File: src/rtl/modfs_pkg.sv
// Shared ALU package for the modular subtractor: FSM state type and width helpers.
package modfs_pkg;

    typedef enum logic [1:0] {
        IDLE,
        DIFF,
        CORR,
        DONE
    } modfs_state_t;

    localparam int MODFS_WIDTH_DEF    = 256;
    localparam int MODFS_ITER_MAX_DEF = 4;

    // Iteration counter must be able to hold ITER_MAX itself; keep at least one bit.
    function automatic int modfs_cnt_w(input int iter_max);
        return (iter_max < 1) ? 1 : $clog2(iter_max + 1);
    endfunction

    function automatic int modfs_r_w(input int width);
        return width + 2;
    endfunction

endpackage

File: src/rtl/modfs_addsub.sv
// Combinational signed add/subtract shared by the DIFF and CORR steps.
module modfs_addsub #(
    parameter int W = 258
) (
    input  logic signed [W-1:0] a,
    input  logic signed [W-1:0] b,
    input  logic                sub,
    output logic signed [W-1:0] y
);

    assign y = sub ? (a - b) : (a + b);

endmodule

File: src/rtl/modfs.sv
// Iterative modular subtractor: dif = (op1 - op2 - bin) mod mod, one-cycle start and valid pulses.
// Define MODFS_BIN_EN to add the bin borrow-in port; without it the borrow is tied to 0.
module modfs #(
    parameter int WIDTH    = 256,
    parameter int ITER_MAX = 4
) (
    input  logic             clk,
    input  logic             rst,
    input  logic [WIDTH-1:0] op1,
    input  logic [WIDTH-1:0] op2,
    input  logic [WIDTH-1:0] mod,
`ifdef MODFS_BIN_EN
    input  logic             bin,
`endif
    input  logic             en,
    output logic [WIDTH-1:0] dif,
    output logic             vld,
    output logic             err,
    output logic             busy
);
    import modfs_pkg::*;

    localparam int RW    = modfs_r_w(WIDTH);
    localparam int CNT_W = modfs_cnt_w(ITER_MAX);

    // Handshake: en is a one-cycle start that always wins, aborting any operation in
    // flight; vld is a one-cycle strobe qualified by err, and dif/err hold between strobes.
    logic bin_i;
`ifdef MODFS_BIN_EN
    assign bin_i = bin;
`else
    assign bin_i = 1'b0;
`endif

    modfs_state_t     state, state_n;
    logic [WIDTH-1:0] op1_q, op2_q, mod_q, op1_n, op2_n, mod_n;
    logic             bin_q, bin_n;
    logic [RW-1:0]    r, r_n;
    logic [CNT_W-1:0] cnt, cnt_n;
    logic [WIDTH-1:0] dif_n;
    logic             vld_n, err_n, busy_n;

    logic [RW-1:0]    mod_ext, as_a, as_b, as_y;
    logic             as_sub, r_neg, r_ge_p;

    assign mod_ext = {2'b00, mod_q};
    assign r_neg   = r[RW-1];
    assign r_ge_p  = !r_neg && (r >= mod_ext);

    assign as_a   = (state == DIFF) ? {2'b00, op1_q} : r;
    assign as_b   = (state == DIFF) ? ({2'b00, op2_q} + RW'(bin_q)) : mod_ext;
    assign as_sub = (state == DIFF) ? 1'b1 : !r_neg;

    modfs_addsub #(.W(RW)) u_addsub (
        .a   (as_a),
        .b   (as_b),
        .sub (as_sub),
        .y   (as_y)
    );

    always_ff @(posedge clk or posedge rst) begin
        if (rst) begin
            state <= IDLE;
            op1_q <= '0;
            op2_q <= '0;
            mod_q <= '0;
            bin_q <= 1'b0;
            r     <= '0;
            cnt   <= '0;
            dif   <= '0;
            vld   <= 1'b0;
            err   <= 1'b0;
            busy  <= 1'b0;
        end else begin
            state <= state_n;
            op1_q <= op1_n;
            op2_q <= op2_n;
            mod_q <= mod_n;
            bin_q <= bin_n;
            r     <= r_n;
            cnt   <= cnt_n;
            dif   <= dif_n;
            vld   <= vld_n;
            err   <= err_n;
            busy  <= busy_n;
        end
    end

    always_comb begin
        state_n = state;
        op1_n   = op1_q;
        op2_n   = op2_q;
        mod_n   = mod_q;
        bin_n   = bin_q;
        r_n     = r;
        cnt_n   = cnt;
        dif_n   = dif;
        vld_n   = 1'b0;
        err_n   = err;
        busy_n  = busy;

        case (state)
            DIFF: begin
                r_n     = as_y;
                state_n = CORR;
            end
            CORR: begin
                if (mod_q == '0) begin
                    dif_n   = '0;
                    err_n   = 1'b1;
                    vld_n   = 1'b1;
                    state_n = DONE;
                end else if (!r_neg && !r_ge_p) begin
                    dif_n   = r[WIDTH-1:0];
                    err_n   = 1'b0;
                    vld_n   = 1'b1;
                    state_n = DONE;
                end else if (cnt == CNT_W'(ITER_MAX)) begin
                    dif_n   = '0;
                    err_n   = 1'b1;
                    vld_n   = 1'b1;
                    state_n = DONE;
                end else begin
                    r_n   = as_y;
                    cnt_n = cnt + CNT_W'(1);
                end
            end
            DONE: begin
                busy_n  = 1'b0;
                state_n = IDLE;
            end
            default: ;
        endcase

        if (en) begin
            op1_n   = op1;
            op2_n   = op2;
            mod_n   = mod;
            bin_n   = bin_i;
            cnt_n   = '0;
            dif_n   = dif;
            err_n   = 1'b0;
            vld_n   = 1'b0;
            busy_n  = 1'b1;
            state_n = DIFF;
        end
    end

endmodule

File: config.mk
export PLATFORM = sky130hd
export DESIGN_NAME = modfs
export DESIGN_NICKNAME = d
export VERILOG_FILES = /design/src/rtl/modfs_pkg.sv /design/src/rtl/modfs_addsub.sv /design/src/rtl/modfs.sv
export SDC_FILE = /design/constraint.sdc
export NUM_CORES = 2
export LEC_CHECK = 0
export CAP_MARGIN = 30
export CORE_MARGIN = 1
export CORE_UTILIZATION = 55
export DETAILED_ROUTE_END_ITERATION = 10
export GPL_ROUTABILITY_DRIVEN = 1
export PLACE_DENSITY = 0.75
export SYNTH_ARGS = -nofsm -noshare
export SYNTH_HDL_FRONTEND = slang
export SYNTH_SLANG_ARGS = --single-unit
File: constraint.sdc
create_clock -name clk -period 67.5 [get_ports clk]
set_clock_uncertainty 0.1 [all_clocks]
set_input_delay 20.25 -clock clk [delete_from_list [all_inputs] [get_ports clk]]
set_output_delay 20.25 -clock clk [all_outputs]
set_load 0.02 [all_outputs]
After elaboration in Yosys (flattened, before gate mapping)
Index checks and enable logic that the tools add are counted.
Widths: inputs -> output; s select.
Word-level totals
  input port bits: 771
  word-level logic and storage cells: 75
  bits in registers: 1290
Operators by class
  muxes and demuxes: 33
  $add $sub $neg: 3
  equality and inequality tests: 11
  bitwise gates (word level): 1
  reductions and logical operators: 16
  order comparisons: 1
Operators with widths (number)
  $mux 258: 5
  $mux 256: 4
  $pmux 258 s2: 1
  $add 258x257->258: 1
  $ge 258x256->1: 1
  $sub 258x257->258: 1
  $logic_not 256->1: 1
  $mux 3: 5
  $mux 1: 13
  $ne 2x2->1 const B: 6
  $mux 2: 4
  $reduce_and 4->1: 2
  $reduce_bool 4->1: 2
  $pmux 2 s3: 1
  $reduce_bool 2->1: 3
  $ne 5x5->1 const B: 1
  $eq 2x2->1 const B: 2
  $reduce_and 2->1: 2
  $add 3x1->3 const B: 1
  $eq 3x3->1 const B: 1
  $reduce_and 3->1: 1
  $reduce_bool 3->1: 1
  $eq 2x1->1 const B: 1
  $logic_and 1x1->1: 2
  2 further kinds: 3

Depth between registers and ports, before layout
  depth in word-level cells: 8
  gate-level depth with buffers: 50
  mapped depth without buffers: 33

Cells and area by module
From an unflattened synthesis, not the netlist that was laid out.
Unflattened totals
  cells, all modules: 9856
  area total of the unflattened synthesis: 85470.7 µm²
By module, submodules not included
  modfs: cells each 5478, sequential area each 32281.0 µm², area an instance 58777.6 µm², times used 1
  modfs_addsub: cells each 4378, sequential area each 0.0 µm², area an instance 26693.1 µm², times used 1

Worst setup path after synthesis
Ideal clock, no wire load.
  kind: input port to flip-flop
  start point: in en
  end point: reg dif[0]
  arrival time: 21.804 ns
  stages: 8
  data required time: 67.305 ns
  library setup time: 0.095 ns
  setup slack: 45.500 ns
  path through: or3_1 -> clkbuf_1 -> clkbuf_1 -> clkbuf_1 -> clkbuf_1 -> clkbuf_1 -> nand2_1 -> o31ai_1
On the way
  word-level cells in the longest chain between the ends: 2
RTL lines
  start, declared: RTL line modfs.sv:15  | input logic en,
  $not 1->1 (no line)
  $reduce_and 3->1 (no line)
  end signal, assigned: RTL line modfs.sv:82  | dif <= dif_n;
  end, declared: RTL line modfs.sv:16  | output logic [WIDTH-1:0] dif,
No other way between the ends.
A chain may end at the register's enable or synchronous reset.

==> flow_metrics.env <==
export IMPL_clk_pin_slew_ps=60
export IMPL_grt_pass1_vias=88100
export IMPL_cts_root_buf="clkbuf_16"
export IMPL_instances_no_fill=13500
export IMPL_ys_ff_latch=1290
export IMPL_drtPass1Iterations=9
export IMPL_avgSynthCellArea_sq_um=8.14
export IMPL_dp_cells=13200
export IMPL_relSlewSlack_pct=20.6
export IMPL_cts_resized=0
export IMPL_worstSetupEndpointType="asynchronous set/reset pin"
export IMPL_syn_inst=10600
export IMPL_cts_buffers=143
export IMPL_dp_final_hpwl_mm=332
export IMPL_synth_nets=11800
export IMPL_grtUsageMet3_pct=18.7
export IMPL_ctsLongestPathBuffers=3
export IMPL_htreeDepth=4
export IMPL_overflow=0
export IMPL_grt_start_max_net_pins=221
export IMPL_start_util_pct=55.6
export IMPL_port_buffers=1029
export IMPL_yosysSeqAreaShare_pct=37.6
export IMPL_fin_crit_sh_pct=34.9
export IMPL_wl_per_cell_um=31.3
export IMPL_grt_pass1_wl_mm=604
export IMPL_clkSinkCount=1290
export IMPL_tightestPinTransition_ps=1190
export IMPL_rsz0062_at_grt="false"
export IMPL_yosysTopAreaCellShare_pct=37.6
export IMPL_holdBufCountCts=0
export IMPL_nets=12600
export IMPL_synth_area_sq_mm=0.0859
export IMPL_drcViolationCount=0
export IMPL_yosys_warnings=0
export IMPL_ys_top_cells_by_area="dfrtp_1 (38%), nand2_1 (9.5%), ha_1 (7.5%)"
export IMPL_synthFlopType="dfrtp_1"
export IMPL_setup_violations=0
export IMPL_final_layout_size_suffix_gt1_share_pct=8.55
export IMPL_post_cts_buffers=0
export IMPL_critPathRequiredTime_ps=68250
export IMPL_core_sq_mm=0.155
export IMPL_crit_type="in -> async"
export IMPL_worstPathMaxFanout=141
export IMPL_viasPerCell=6.76
export IMPL_status="complete, no violations"
export IMPL_antenna_found_initial=75
export IMPL_worstPathArrival_ps=24320
export IMPL_ant_nets=0
export IMPL_tns_ps=0
export IMPL_drtIter0Drc=13600
export IMPL_ios=1030
export IMPL_startpoint_type="primary input"
export IMPL_fmaxAchievable_mhz=42.4
export IMPL_row_count=144
export IMPL_yosysTopAreaCell="dfrtp_1"
export IMPL_finalCriticalPeriod_ps=23570
export IMPL_p_per_area_mw_per_mm2=49.8
export IMPL_drv_slew=0
export IMPL_ys_types=89
export IMPL_drt_total_wl_mm=424
export IMPL_grtUsageMet2_pct=76.3
export IMPL_vias=91600
export IMPL_fill_cells=12100
export IMPL_grt_usage_pct=52.6
export IMPL_grt_busiest_layer="met2"
export IMPL_finalHoldViolCount=0
export IMPL_clk_latency_ps=840
export IMPL_p_leak_nw=44.2
export IMPL_tritoncts="built"
export IMPL_cap_violations=0
export IMPL_dieArea_sq_mm=0.158
export IMPL_use_met1_pct=63.0
export IMPL_die_y_um=397
export IMPL_hp_class="reg -> reg"
export IMPL_area_delta_synth_final_pct=20.1
export IMPL_die_w_um=397
export IMPL_peakVddDrop_v=0.0000342
export IMPL_synth_edff_count=0
export IMPL_async_flop_share_pct=100
export IMPL_gp_congestion=1.17
registers in the layout (all words and copies together) (netlist names):
register	flops
busy	1
err	1
state	2
dif	256
mod_q	256
cnt	3
vld	1
r	258
op1_q	256
op2_q	256
where the power goes:
group	switching (mW)	internal [mW]	leakage, nW
Clock	0.372	0.482	2.45
Sequential	0.280	0.978	15.3
Combinational	1.97	1.06	26.4
layout by cell type, fill, tap and decap left out, drive strengths merged, types with 15 or more instances in the layout:
cell type | netlist | routed
a21boi | 35 | 35
a21o | 196 | 196
a21oi | 1043 | 1043
a31oi | 120 | 120
a41oi | 16 | 16
and2 | 23 | 23
and3 | 25 | 25
buf | 97 | 145
clkbuf | 437 | 195
clkdlybuf4s50 | 0 | 1028
clkinv | 0 | 31
dfrtp | 1290 | 1290
diode | 0 | 42
ha | 516 | 516
inv | 358 | 372
mux2 | 522 | 522
mux2i | 25 | 25
nand2 | 2166 | 2166
nand2b | 44 | 44
nand3 | 118 | 118
nand3b | 15 | 15
nand4 | 234 | 234
nor2 | 918 | 918
nor2b | 27 | 27
nor3 | 219 | 219
nor4 | 109 | 109
nor4b | 39 | 39
o211ai | 30 | 30
o21a | 42 | 42
o21ai | 984 | 984
o21bai | 63 | 63
o31ai | 71 | 71
o41ai | 19 | 19
or2 | 29 | 29
or3 | 53 | 53
or4 | 20 | 20
xnor2 | 325 | 325
xor2 | 180 | 180
kinds of logic (layout without fill, tap and decap cells):
family	after synthesis	count (layout)	share of synthesized area [%]
AOI/OAI and AO/OA	2733	2733	18.1
xor gates and xnor gates	505	505	5.15
adders and majority gates	517	517	7.54
buffers and inverters	892	1793	4.00
DFF	1290	1290	37.6
muxes	547	547	7.14
other	0	42	0
and+or+nand+nor	4073	4073	20.5
critical path, stage by stage:
cell and delay, ps:
clkdlybuf4s50_1 490, inv_8 510, buf_12 580, buf_4 760
buf_4 330, buf_16 320, buf_4 670
cell usage after synthesis, types with 71 or more instances:
cell type,n
a21o_1,196
a21oi_1,1043
a31oi_1,120
clkbuf_1,437
dfrtp_1,1290
ha_1,516
inv_1,358
mux2_2,520
nand2_1,2166
nand3_1,118
nand4_1,234
nor2_1,917
nor3_1,219
nor4_1,108
o21ai_0,979
o31ai_1,71
xnor2_1,325
xor2_1,180
final timing paths:
path	startpoint	endpoint	slack (ps)	cells after the start
worst min-delay path	dif[236]	dif[236]	380	2
worst max register to register	state[1]	r[257]	53560	31
max in group clk	en	op1_q[102]	44260	5
worst max-delay path	rst	mod_q[150]	43930	7
worst min register to register	dif[236]	dif[236]	380	2
min in group asynchronous	rst	mod_q[60]	19840	2
routing by layer:
layer / vias up / wire length, um
met1: 43600 / 150000
met5: - / 488
met4: 56 / 42400
met3: 2101 / 56200
met2: 7318 / 176000
li1: 38500 / -
metrics by stage:
stage	hold WS, ps	worst slack [ps]	total power, mW	util (%)	cell area [sq um]
2_1_floorplan	375	10790	2.98	-	85900
3_3_place_gp	362	42880	4.05	63.2	97600
3_5_place_dp	369	42710	4.11	63.2	97700
4_1_cts	382	43540	4.99	66.5	103000
5_1_grt	401	43440	5.34	66.7	103000
6_report	376	43930	5.14	66.8	103000
cell type report:
class / instances / area [sq um] / share of cell area, %
Tap cell: 2044 / 2560 / 2.48
Multi-Input combinational cell: 8375 / 50200 / 48.7
Clock inverter: 66 / 1010 / 0.979
Timing Repair Buffer: 1179 / 11600 / 11.2
Sequential cell: 1290 / 32300 / 31.3
Clock buffer: 190 / 4030 / 3.90
Antenna cell: 42 / 105 / 0.102
Inverter: 358 / 1350 / 1.31
Note: power is estimated with default switching activity, not from simulation.
